[config.mk]
export PLATFORM = sky130hd
export DESIGN_NAME = rc522_uid_reader
export DESIGN_NICKNAME = d
export VERILOG_FILES = /design/src/rtl/rc522_pkg.sv /design/src/rtl/rc522_spi_xfer.sv /design/src/rtl/rc522_uid_reader.sv
export SDC_FILE = /design/constraint.sdc
export NUM_CORES = 1
export LEC_CHECK = 0
export CAP_MARGIN = 30
export CORE_ASPECT_RATIO = 1.5
export CORE_MARGIN = 2
export CORE_UTILIZATION = 61
export DETAILED_ROUTE_END_ITERATION = 8
export PLACE_DENSITY_LB_ADDON = 0.05
export REMOVE_ABC_BUFFERS = 1
export SYNTH_ARGS = -nofsm -noshare
export SYNTH_HDL_FRONTEND = slang
export SYNTH_SLANG_ARGS = --single-unit
[constraint.sdc]
create_clock -name clk -period 8.3 [get_ports clk]
set_input_delay 1.66 -clock clk [delete_from_list [all_inputs] [get_ports clk]]
set_output_delay 1.66 -clock clk [all_outputs]
set_load 0.1 [all_outputs]
[src/rtl/rc522_pkg.sv]
// Shared types and register addresses for the RC522 UID reader.
package rc522_pkg;

  typedef enum logic [2:0] {
    IDLE,
    DETECT,
    GAP,
    READ,
    FINISH,
    FAIL
  } state_t;

  // Read-access SPI address bytes (bit 7 set = read).
  localparam logic [7:0] ADDR_STATUS = 8'h88;
  localparam logic [7:0] ADDR_FIFO   = 8'h92;

endpackage

[src/rtl/rc522_spi_xfer.sv]
// 16-bit SPI mode-0 transfer: 8 address bits out, then 8 data bits in.
// cs is low for exactly 32 half-periods of CLK_DIV clk cycles each.
module rc522_spi_xfer #(
  parameter int CLK_DIV = 4
) (
  input  logic       clk,
  input  logic       rst,
  input  logic       start,
  input  logic [7:0] addr,
  input  logic       miso,
  output logic       busy,
  output logic       done,
  output logic [7:0] rx,
  output logic       cs,
  output logic       sck,
  output logic       mosi
);

  localparam int DW = $clog2(CLK_DIV);

  logic [DW-1:0] div;
  logic [4:0]    half;
  logic [7:0]    txsr;

  // Half-period sequencer; mosi moves on falling sck, miso sampled on rising sck.
  always_ff @(posedge clk or posedge rst) begin
    if (rst) begin
      busy <= 1'b0;
      done <= 1'b0;
      cs   <= 1'b1;
      sck  <= 1'b0;
      mosi <= 1'b0;
      div  <= '0;
      half <= '0;
      txsr <= '0;
      rx   <= '0;
    end else begin
      done <= 1'b0;
      if (!busy) begin
        if (start) begin
          busy <= 1'b1;
          cs   <= 1'b0;
          mosi <= addr[7];
          txsr <= {addr[6:0], 1'b0};
          div  <= '0;
          half <= '0;
        end
      end else if (div == DW'(CLK_DIV - 1)) begin
        div  <= '0;
        half <= half + 5'd1;
        if (!sck) begin
          sck <= 1'b1;
          rx  <= {rx[6:0], miso};
        end else begin
          sck <= 1'b0;
          if (half == 5'd31) begin
            busy <= 1'b0;
            done <= 1'b1;
            cs   <= 1'b1;
            mosi <= 1'b0;
          end else begin
            // txsr drains to zeros, so the data phase drives mosi low
            mosi <= txsr[7];
            txsr <= {txsr[6:0], 1'b0};
          end
        end
      end else begin
        div <= div + 1'b1;
      end
    end
  end

endmodule

[src/rtl/rc522_uid_reader.sv]
// Polls the RC522 status register for a card, then reads UID_BYTES from the
// FIFO. Every transaction is followed by a GAP so cs stays high GAP_CYC cycles
// between transactions (done cycle + GAP state + launch cycle).
module rc522_uid_reader #(
  parameter int CLK_DIV   = 4,
  parameter int UID_BYTES = 4,
  parameter int MAX_RETRY = 3,
  parameter int GAP_CYC   = 8
) (
  input  logic                   clk,
  input  logic                   rst,
  input  logic                   start,
  output logic                   busy,
  output logic                   done,
  output logic                   error,
  output logic [8*UID_BYTES-1:0] uid,
  output logic                   cs,
  output logic                   sck,
  output logic                   mosi,
  input  logic                   miso
);

  import rc522_pkg::*;

  localparam int GL = (GAP_CYC > 2) ? GAP_CYC - 2 : 1;
  localparam int GW = $clog2(GL + 1);
  localparam int BW = $clog2(UID_BYTES + 1);
  localparam int RW = $clog2(MAX_RETRY + 1);

  state_t                 state, nxt;
  logic [GW-1:0]          gcnt;
  logic [BW-1:0]          bcnt;
  logic [RW-1:0]          retry;
  logic                   card;
  logic [8*UID_BYTES-1:0] shreg;
  logic                   x_start, x_busy, x_done;
  logic [7:0]             x_addr, x_rx;

  rc522_spi_xfer #(.CLK_DIV(CLK_DIV)) u_xfer (
    .clk  (clk),
    .rst  (rst),
    .start(x_start),
    .addr (x_addr),
    .miso (miso),
    .busy (x_busy),
    .done (x_done),
    .rx   (x_rx),
    .cs   (cs),
    .sck  (sck),
    .mosi (mosi)
  );

  // State register.
  always_ff @(posedge clk or posedge rst) begin
    if (rst) state <= IDLE;
    else     state <= nxt;
  end

  // Next-state and status outputs.
  always_comb begin
    nxt     = state;
    x_start = 1'b0;
    x_addr  = ADDR_STATUS;
    busy    = 1'b1;
    done    = 1'b0;
    error   = 1'b0;
    case (state)
      IDLE: begin
        busy = 1'b0;
        if (start) nxt = DETECT;
      end
      DETECT: begin
        x_start = !x_busy && !x_done;
        if (x_done) begin
          if (x_rx[0])                           nxt = GAP;
          else if (retry == RW'(MAX_RETRY - 1))  nxt = FAIL;
          else                                   nxt = GAP;
        end
      end
      GAP: begin
        if (gcnt == GW'(GL - 1)) begin
          if (!card)                           nxt = DETECT;
          else if (bcnt == BW'(UID_BYTES))     nxt = FINISH;
          else                                 nxt = READ;
        end
      end
      READ: begin
        x_addr  = ADDR_FIFO;
        x_start = !x_busy && !x_done;
        if (x_done) nxt = GAP;
      end
      FINISH: begin
        busy = 1'b0;
        done = 1'b1;
        nxt  = IDLE;
      end
      FAIL: begin
        busy  = 1'b0;
        done  = 1'b1;
        error = 1'b1;
        nxt   = IDLE;
      end
      default: begin
        busy = 1'b0;
        nxt  = IDLE;
      end
    endcase
  end

  // Gap timer, retry/byte counters, UID shift register and committed UID.
  always_ff @(posedge clk or posedge rst) begin
    if (rst) begin
      gcnt  <= '0;
      bcnt  <= '0;
      retry <= '0;
      card  <= 1'b0;
      shreg <= '0;
      uid   <= '0;
    end else begin
      gcnt <= (state == GAP) ? gcnt + 1'b1 : '0;
      case (state)
        IDLE: begin
          if (start) begin
            retry <= '0;
            card  <= 1'b0;
            bcnt  <= '0;
          end
        end
        DETECT: begin
          if (x_done) begin
            if (x_rx[0]) card  <= 1'b1;
            else         retry <= retry + 1'b1;
          end
        end
        READ: begin
          if (x_done) begin
            shreg <= {shreg[8*UID_BYTES-9:0], x_rx};
            bcnt  <= bcnt + 1'b1;
          end
        end
        GAP: begin
          // commit in one step as FINISH is entered, so uid is valid with done
          if (nxt == FINISH) uid <= shreg;
        end
        default: ;
      endcase
    end
  end

endmodule

Word-level counts from Yosys, hierarchy flattened. Cells that the tools add are included.

Register bits: 104. Input port bits: 4. Output and inout port bits: 38. Logic and storage cells: 120.

$add $sub $neg: 5. Eq/ne operators: 20. Mux-type cells: 57. Bitwise gates (word level): 1. Reductions and logical operators: 21.

Operators with widths (count): $mux W8 (5); $mux W3 (11); $mux W1 (27); $mux W5 (4); $reduce_and A4 Y1 (4); $eq A3 B3 Y1 const B (5); $mux W2 (6); $ne A2 B2 Y1 const B (6); $pmux W3 S4 (1); $reduce_and A3 Y1 (3); $reduce_and A2 Y1 (4); $add A3 B1 Y3 const B (2); $eq A3 B2 Y1 const B (2); $ne A2 B1 Y1 const B (3); $pmux W3 S2 (1); $reduce_bool A2 Y1 (3); $add A5 B1 Y5 const B (1); $eq A5 B5 Y1 const B (1); $add A2 B1 Y2 const B (2); $eq A2 B2 Y1 const B (2); $pmux W2 S2 (1); $reduce_or A2 Y1 (2); $eq A3 B1 Y1 const B (1); $logic_not A3 Y1 (1); 5 further kinds (6).

Longest topological paths before layout. Gate-level depths: netlist of the first run.

Depth in word-level cells: 7. Depth in mapped cells: 7. Mapped depth without buffers: 6.

Modules after synthesis. Synthesis of the first run repeated with hierarchy kept, for this count alone.

Cell total of the unflattened synthesis: 324. Area, all modules: 4428.0 µm².

Modules (own cells, without submodules): rc522_uid_reader (times used 1, cells each 219, area an instance 3106.7 µm², seq. area each 1901.8 µm²); rc522_spi_xfer (times used 1, cells each 105, area an instance 1321.3 µm², seq. area each 676.9 µm²).

Least setup slack after synthesis of the first run. Ideal clock, no wire load.

Path type: flip-flop to output port. From: reg state[2]. To: out error. Arrival time: 2749 ps. Required time: 6640 ps. Path slack: 3891 ps. Stages on the path, launching flop included: 4. Path buffers: 1. Cells stage by stage: dfrtp_1 -> buf_6 -> nor2b_1 -> and2_1.

Cells in the longest elaborated chain, start to end: 2.

Ends and longest elaborated chain: start, declared (line rc522_uid_reader.sv:30) `state_t state, nxt;`; start signal, assigned (line rc522_uid_reader.sv:56) `else state <= nxt;`; $eq A3 B3 Y1 (line rc522_uid_reader.sv:67) `case (state)`; $mux W1 (line rc522_uid_reader.sv:67); end, declared (line rc522_uid_reader.sv:15) `output logic error,`.

No other way between the ends.

Worst setup path after layout of the first run. Same ends and word-level chain as after synthesis.

==> results.md, run 1 <==
Power and ir drop:
- The maximum vdd ir drop is 0.2555 mV.
- The share of total power in combinational logic is 14.9%.
- Net switching is 28.49% of the power.
- The relative contribution of the clock network to total power is 28.1%.
- The net switching power of the design is 292.1 µW.
- In this run, flip-flops and latches consume 56.9% of the power.
- For this design the static power due to leakage is 2.369 nW.
- The power density relative to cell area is 211.2 nW/µm².
- The internal power is 733.1 µW.

STA:
- Setup repair after global routing left no endpoint under its margin.
- For the final database, setup skew stands at 0.008859 ns.
- The number of hold violations in the final report came to 0.
- The max-slew headroom at the worst pin is 35.30%.
- The shortest clock period the worst path allows after layout is 4.057 ns.
- The final number of setup-violating endpoints is 0.
- The summed negative setup slack over all endpoints is 0 ns.
- The fraction of the cycle the final worst path needs is 48.87%.
- The worst slack on hold paths is 0.4776 ns.
- The post-layout worst setup margin is 4.243 ns.
- For the pin with the worst max-slew slack, the measured transition is 0.9675 ns.
- The highest achievable clock rate is 246.5 MHz.
- The max-slew violation total from the final report is 0.

Clocking:
- Buffers added to address setup during post-CTS repair amount to 0.
- The buffer type at the clock tree root is sky130_fd_sc_hd__clkbuf_8.
- The CTS H-tree depth is 3.
- The number of buffers between clock root and the deepest sink is 2.
- After clock tree synthesis, the flow added hold-fix buffers numbering 0.
- The number of buffers inserted during clock tree synthesis is 9.
- The clock reaches the later pin of the worst-skew pair after 0.36 ns.
- Post-CTS repair changed the size of 0 cells.
- The clock-pin slew reported for the worst setup and hold paths after clock tree synthesis is 0.09 ns.
- TritonCTS built the clock tree.
- The tree built by TritonCTS fans out to 102 sinks.

Outcome:
- The flow ran to the end, and the final reports show no timing, DRC or antenna violations.

Floorplan:
- The initial cell density of the core is 62.40%.
- 42 I/O pins were placed.
- In this run the core area contains 37 standard-cell rows.
- The overall die area is 7609 µm².
- The floorplan step set the die width to 71.90 µm.
- The core area is 6759 µm².
- Measured along the y axis, the die boundary spans 105.8 µm.

Setup path:
- The capturing element type of the critical path is an output pin.
- Along the worst path, the maximum fanout reaches 10.
- The type of the worst setup path is flip-flop to output pin.
- The data arrival time of the critical path is 2.40 ns.
- The data required time at the worst endpoint is 6.64 ns.
- The kind of start point of the critical path is a flip-flop.

Routing:
- The number of design-rule violations left by the first detailed-router iteration is 181.
- The total wirelength of the detailed-routed design is 6.649 mm.
- The number of nets with antenna violations after routing is 0.
- After detailed routing, the average wire length per cell comes to 15.25 µm.
- The via density per instance is 5.759.
- The first-pass detailed-route iteration total is 4.
- The final route contains 2511 vias.
- For this run, design rule violations remaining after detail routing come to 0.

Global routing:
- Global routing finished with a remaining overflow of 0.
- The first global-routing pass estimated 11.59 mm of wire.
- Entering global routing, the biggest net connects 79 pins.
- The number of global-route vias before repair is 2543.
- The global-route usage over all layers is 19.64%.
- The number of antenna violations at the first check in global routing is 0.

Final layout:
- The number of fill cells in the layout is 482.
- The count of cells in the finished layout, fillers not included, comes to 436.
- The count of nets after finishing is 365.
- Cells fill 71.81% of the core in the end.
- The area growth from synthesis to final layout is 15.07%.
- Of the cells placed in the final design, the portion with a size suffix greater than 1 is 27.09%.
- The final antenna diode count is 0.

Synth:
- The library cell occupying the most area in the post-synthesis netlist is sky130_fd_sc_hd__dfrtp_1.
- After Yosys synthesis, XOR and XNOR cells account for 0.6230% of the synthesized area.
- The mean post-synth cell area is 13.35 µm².
- For this run, the register share of the synthesized area comes to 60.55%.
- In this run, synthesis inferred 0 flip-flops with an integrated enable.
- Synthesis produced 316 cells.
- After synthesis, the share of flip-flops with an asynchronous set or reset is 100.0%.
- The number of register bits inferred by synthesis is 102.
- Ranked by total cell area, the synthesized netlist is headed by sky130_fd_sc_hd__dfrtp_1 (60%), sky130_fd_sc_hd__mux2_2 (19%), sky130_fd_sc_hd__ha_1 (2.4%), sky130_fd_sc_hd__nand2_1 (2.0%), sky130_fd_sc_hd__o21ai_0 (1.5%).
- The compound-cell area share of the yosys netlist is 4.984%.
- Among all flip-flop cells after synthesis, the most frequent one is sky130_fd_sc_hd__dfrtp_1.
- The number of warnings printed during yosys synthesis is 0.
- After synthesis, the share of cell area in mux cells is 19.49%.
- The adder and majority cell fraction of the synthesized area is 2.373%.
- The area share of the largest cell type after synthesis is 59.92%.
- The cell area that synthesis handed to floorplanning was 4218 µm².
- After synthesis, the largest family of logic cells by area is multiplexers.
- The simple-gate portion of the synthesized area is 8.395%.
- The count of unique library cells instantiated by Yosys is 40.

Job:
- The max-cap check violation count is 0.

Placed design:
- The post-placement setup slack is 4.653 ns.
- The number of instances in the placed design is 419.
- The weighted congestion reported at the end of routability-driven placement is 0.8086.
- The number of I/O port buffers is 41.
- The HPWL reported at the end of detailed placement is 4.493 mm.

Worst hold path:
- The worst hold-check path type is flip-flop to flip-flop.
## synth_stat cells, drive strengths merged, types with 3 or more instances
library cell,instances
a21oi,3
buf,11
clkbuf,7
dfrtp,101
ha,8
inv,12
mux2,73
nand2,22
nand2b,4
nand3,11
nor2,15
nor2b,3
o21ai,13
o31ai,3
## state kept, by name, indices dropped and copies added (netlist names)
name         flops
u_xfer.cs        1
u_xfer.txsr      6
u_xfer.rx        8
bcnt             3
shreg           32
gcnt             3
uid             32
u_xfer.done      1
u_xfer.half      5
u_xfer.busy      1
retry            2
state            3
u_xfer.div       2
u_xfer.sck       1
u_xfer.mosi      1
card             1
## cell usage in the layout, fill, tap and decap left out, types with 2 or more instances in the layout
master                            count
sky130_fd_sc_hd__dfrtp_1            101
sky130_fd_sc_hd__mux2_2              72
sky130_fd_sc_hd__clkdlybuf4s50_1     41
sky130_fd_sc_hd__nand2_1             22
sky130_fd_sc_hd__nor2_1              15
sky130_fd_sc_hd__o21ai_0             13
sky130_fd_sc_hd__inv_1               11
sky130_fd_sc_hd__clkbuf_8            11
sky130_fd_sc_hd__nand3_1             10
sky130_fd_sc_hd__ha_1                 8
sky130_fd_sc_hd__nand2b_1             4
sky130_fd_sc_hd__nor2b_1              3
sky130_fd_sc_hd__a21oi_1              3
sky130_fd_sc_hd__o31ai_1              3
sky130_fd_sc_hd__clkinv_2             3
sky130_fd_sc_hd__and2_1               2
sky130_fd_sc_hd__and3_1               2
sky130_fd_sc_hd__a31oi_1              2
sky130_fd_sc_hd__or4_1                2
sky130_fd_sc_hd__a221oi_1             2
sky130_fd_sc_hd__xor2_1               2
sky130_fd_sc_hd__buf_4                2
## metrics by stage
step | power (mW) | area (µm²)
2_1_floorplan | 0.7043 | 4111
3_3_place_gp | 0.7376 | 4642
3_5_place_dp | 0.7468 | 4642
4_1_cts | 1.035 | 4826
5_1_grt | 1.083 | 4853
6_report | 1.025 | 4853
## critical path, cell delays in order, from the launching register on
cell and delay [ns]:
sky130_fd_sc_hd__dfrtp_1 0.55, sky130_fd_sc_hd__nor2b_1 0.22, sky130_fd_sc_hd__and2_1 0.15, sky130_fd_sc_hd__clkdlybuf4s50_1 1.13
## path summary, 6_finish.rpt
check                          from  depth (start not counted)   endpoint  slack (ns)
max reg2reg                state[1]                          4    uid[27]        5.71
max in group asynchronous       rst                          4  u_xfer.cs        5.79
min                         gcnt[0]                          1    gcnt[0]        0.48
max                        state[2]                          3      error        4.24
min reg2reg                 gcnt[0]                          1    gcnt[0]        0.48
min in group asynchronous       rst                          2   state[2]        1.60
## area by class of cell
type | count | area (µm²) | share of cell area, %
inverter | 12 | 47.55 | 0.9796
clock inverter | 5 | 32.53 | 0.6703
tap | 78 | 97.59 | 2.011
timing repair buffer | 44 | 452.9 | 9.332
sequential | 102 | 2554 | 52.62
multi-input combinational | 184 | 1518 | 31.27
clock buffer | 11 | 151.4 | 3.119
## kinds of logic (layout without fill, tap and decap cells)
logic type / Yosys count / after routing
xor+xnor: 3 / 3
compound gates: 32 / 32
buf+inv: 30 / 72
mux: 73 / 73
flops: 102 / 102
simple gates: 68 / 68
fa+ha+maj: 8 / 8
## metal layers
metal,global-route usage (%),part of all wire (%)
met1,25.68,44
met2,31.75,51
met3,4.015,2.9
met4,8.356,1.7
met5,0,0
## power groups by stage
stage               Combinational (mW)  Sequential, mW  Clock (mW)
detailed placement               0.153           0.593           0
global route                     0.171           0.592       0.320
finish                           0.153           0.584       0.288
floorplan                       0.0911           0.613           0
global placement                 0.147           0.591           0
CTS                              0.154           0.584       0.297
No activity file was read; power rests on OpenSTA's default activity.
==> run 2, diff against run 1 <==
--- a/config.mk
+++ b/config.mk
@@ -8,7 +8,7 @@
 export CAP_MARGIN = 30
 export CORE_ASPECT_RATIO = 1.5
 export CORE_MARGIN = 2
-export CORE_UTILIZATION = 61
+export CORE_UTILIZATION = 51
 export DETAILED_ROUTE_END_ITERATION = 8
 export PLACE_DENSITY_LB_ADDON = 0.05
 export REMOVE_ABC_BUFFERS = 1
==> constraint.sdc (replaced) <==
create_clock -name clk -period 3.6 [get_ports clk]
set_input_delay 0.72 -clock clk [delete_from_list [all_inputs] [get_ports clk]]
set_output_delay 0.72 -clock clk [all_outputs]
set_load 0.1 [all_outputs]
==> run 2 against run 1 <==
Setup slack got worse by 3.2 ns. Clock power rose to 3.4 times the previous value. Highest routed layer unchanged. First-iteration DRC count down 6.6%. Combinational power rose by 130%. Sequential share of layout area fell by 1.5 points. Critical path type unchanged.
==> results.md, run 2 (synthesis results as in run 1) <==
Final layout:
- In the final layout, the registers with the most flip-flops are shreg: 32 flops, uid: 32 flops, u_xfer.rx: 8 flops.
- The area growth from synthesis to final layout is 18.45%.
- The utilization of the core after routing was 62.39% (-9.4 points).
- The final non-filler cell area was 4996 µm² (+2.9%).
- The count of placed standard cells in the final layout, fillers left out is 464 (+6.4%).
- The most frequent standard cell in the layout excluding fill and tap cells is sky130_fd_sc_hd__dfrtp_1.
- The count of nets after finishing is 366 (+0.27%).
- The library cells used most frequently in the layout, excluding fill and tap cells, are sky130_fd_sc_hd__dfrtp_1 (101), sky130_fd_sc_hd__mux2_2 (72), sky130_fd_sc_hd__clkdlybuf4s50_1 (37), sky130_fd_sc_hd__nand2_1 (22), sky130_fd_sc_hd__nor2_1 (15).
- The share of cells above drive strength 1 came to 27.86% (+0.76 points).
- The number of fill cells in the layout was 638 (+32%).
- The final antenna diode count is 0 (unchanged).

Routing:
- The via density per instance is 5.394 (-6.3%).
- The detailed-route DRC error count is 0 (unchanged).
- The first-pass detailed-route iteration total is 4 (unchanged).
- The number of nets with antenna violations after routing is 0 (unchanged).
- The total wirelength of the detailed-routed design was 6.858 mm (+3.1%).
- The number of design-rule violations left by the first detailed-router iteration is 169 (-6.6%).
- The average wire per standard cell was 14.78 µm (-3.1%).
- The total vias in the final route is 2503 (-0.32%).

STA:
- The post-layout worst setup margin is 0.9969 ns (-3.247 ns).
- The max-slew headroom at the worst pin is 34.52% (-0.78 points).
- The max-slew violation total from the final report is 0 (unchanged).
- The transition at the pin with the smallest max-transition slack is 0.9792 ns (+0.01169 ns).
- Setup repair after global routing left no endpoint under its margin.
- Static timing analysis puts the maximum clock frequency at 384.2 MHz.
- The worst path needs 2.603 ns of the cycle, external delays included.
- The number of hold violations in the final report is 0 (unchanged).
- The worst slack on hold paths is 0.4734 ns (-0.004111 ns).
- The worst clock skew on the final layout was 0.005180 ns (-0.003679 ns).
- The final number of setup-violating endpoints is 0 (unchanged).
- The summed negative setup slack over all endpoints was 0 ns (unchanged).
- The fraction of the cycle the final worst path needs is 72.31%.

Global routing:
- The global route total overflow came to 0 (unchanged).
- The global-route usage over all layers was 17.13% (-2.5 points).
- The wire length of the first global-routing pass is 11.98 mm (+3.3%).
- The number of global-route vias before repair is 2490 (-2.1%).
- The largest net degree at the start of global routing is 52 (-34%).
- The number of antenna violations at the first check in global routing is 0 (unchanged).

Worst hold path:
- In this run the most critical hold path is launched from gcnt[0].
- The worst hold-check path type is flip-flop to flip-flop.
- The count of cells along the worst hold path was 1 (unchanged).
- For hold timing, the worst endpoint is gcnt[0].

Setup path:
- The launch point of the worst reg-to-reg path is u_xfer.busy.
- The critical path goes through clkdlybuf4s50_1.
- Among cell families on the critical path, the largest total delay comes from buffers and inverters.
- The worst reg2reg path endpoint is u_xfer.txsr[4].
- The data required time at the worst endpoint was 2.88 ns (-3.76 ns).
- The slowest stage of the critical path belongs to the cell sky130_fd_sc_hd__clkdlybuf4s50_1.
- The number of cells on the worst reg-to-reg path came to 4 (unchanged).
- The slack of the worst reg-to-reg path is 1.41 ns (-4.30 ns).
- STA classifies the critical path endpoint as an output pin.
- The data arrival time of the critical path is 1.88 ns (-0.52 ns).
- The delay contributed by the slowest stage of the critical path is 1.15 ns (+0.02 ns).
- The type of the worst setup path is flip-flop to output pin.
- The number of buffer and inverter instances along the worst setup path is 1 (unchanged).
- The maximum fanout along the worst path was 5 (-5).
- The kind of start point of the critical path is a flip-flop.

Power and ir drop:
- The portion of total power attributed to sequential cells is 50.4% (-6.5 points).
- The share of total power in combinational logic is 13.1% (-1.8 points).
- The static leakage is 2.423 nW (+2.2%).
- The maximum vdd ir drop was 0.4600 mV (+80%).
- The proportion of total power due to net switching came to 26.02% (-2.5 points).
- The net switching power of the design was 695.0 µW (+140%).
- The relative contribution of the clock network to total power is 36.5% (+8.4 points).
- The post-route total power was 2.671 mW (+160%).
- The internal power is 1.976 mW (+170%).
- The power density relative to cell area is 534.7 nW/µm² (+150%).

Placed design:
- The post-placement setup slack is 1.362 ns (-3.291 ns).
- The HPWL reported at the end of detailed placement is 4.518 mm (+0.57%).
- The number of instances in the placed design is 448 (+6.9%).
- The weighted congestion reported at the end of routability-driven placement is 0.7892 (-2.4%).
- The total placed instance area was 4693 µm² (+1.1%).
- The number of I/O port buffers is 41 (unchanged).

Clocking:
- The CTS H-tree depth is 3 (unchanged).
- The clock-pin slew reported for the worst setup and hold paths after clock tree synthesis came to 0.07 ns (-0.02 ns).
- The number of buffers between clock root and the deepest sink is 2 (unchanged).
- The number of setup buffers added after CTS is 0 (unchanged).
- The CTS tree is yes.
- The post-cts resize count is 0 (unchanged).
- The number of hold-repair buffers added at the cts stage was 0 (unchanged).
- The TritonCTS sink count is 102 (unchanged).
- Clock tree synthesis selected as its root buffer the cell sky130_fd_sc_hd__clkbuf_16.
- The number of buffers inserted during clock tree synthesis is 9 (unchanged).
- The clock latency at the later pin of the worst-skew pair was 0.34 ns (-0.02 ns).

Floorplan:
- The vertical die dimension was 115.4 µm (+9.0%).
- The horizontal die dimension was 78.25 µm (+8.8%).
- The core area came to 8008 µm² (+18%).
- The overall die area was 9028 µm² (+19%).
- The total I/O pin count is 42 (unchanged).
- The number of placement rows is 40 (+8.1%).
- The initial cell density of the core came to 52.67% (-9.7 points).

Outcome:
- The run finished with clean final reports.

Job:
- The max-cap check violation count came to 0 (unchanged).
## run 2: cell count changes in the layout (fill, tap and decap cells not counted), sizes merged
| cell | before | now |
|---|---|---|
| buf | 3 | 8 |
| bufinv | 0 | 1 |
| clkinvlp | 0 | 1 |
| clkbuf | 11 | 13 |
| clkinv | 4 | 1 |
| clkdlybuf4s50 | 41 | 37 |
| inv | 13 | 12 |
## run 2: final cells by class
type | count | area [µm²] | area share (%)
Inverter | 12 | 47.55 | 0.9517
Tap cell | 105 | 131.4 | 2.630
Clock buffer | 13 | 260.3 | 5.209
Multi-Input combinational cell | 184 | 1518 | 30.38
Sequential cell | 102 | 2554 | 51.11
Timing Repair Buffer | 45 | 442.9 | 8.866
Clock inverter | 3 | 42.54 | 0.8515
## run 2: worst reg2reg max path: stages (launching register included)
cell and delay [ns]:
sky130_fd_sc_hd__dfrtp_1 0.70, sky130_fd_sc_hd__nor4b_4 0.16, sky130_fd_sc_hd__a31oi_1 0.68, sky130_fd_sc_hd__o21ai_0 0.21, sky130_fd_sc_hd__a221o_1 0.32
## run 2: worst max path at each step
stage,start,to,slack (ns),cells past startpoint
6_report,u_xfer.sck,sck,1.0,1
5_1_grt,u_xfer.sck,sck,0.93,1
4_1_cts,u_xfer.sck,sck,0.98,1
3_5_place_dp,u_xfer.sck,sck,1.36,1
3_3_place_gp,u_xfer.sck,sck,1.37,1
2_1_floorplan,state[2],error,0.06,2
## run 2: layer usage
layer,GRT usage (%),part of all wire [%]
met5,0,0
met3,3.061,2.8
met2,27.59,50
met1,22.01,44
met4,9.591,2.7
## run 2: power groups by stage
stage	Clock [mW]	Sequential, mW	Combinational (mW)
global route	1.05	1.36	0.391
global placement	0	1.36	0.343
floorplan	0	1.41	0.210
finish	0.976	1.35	0.350
CTS	1.00	1.34	0.355
detailed placement	0	1.37	0.354
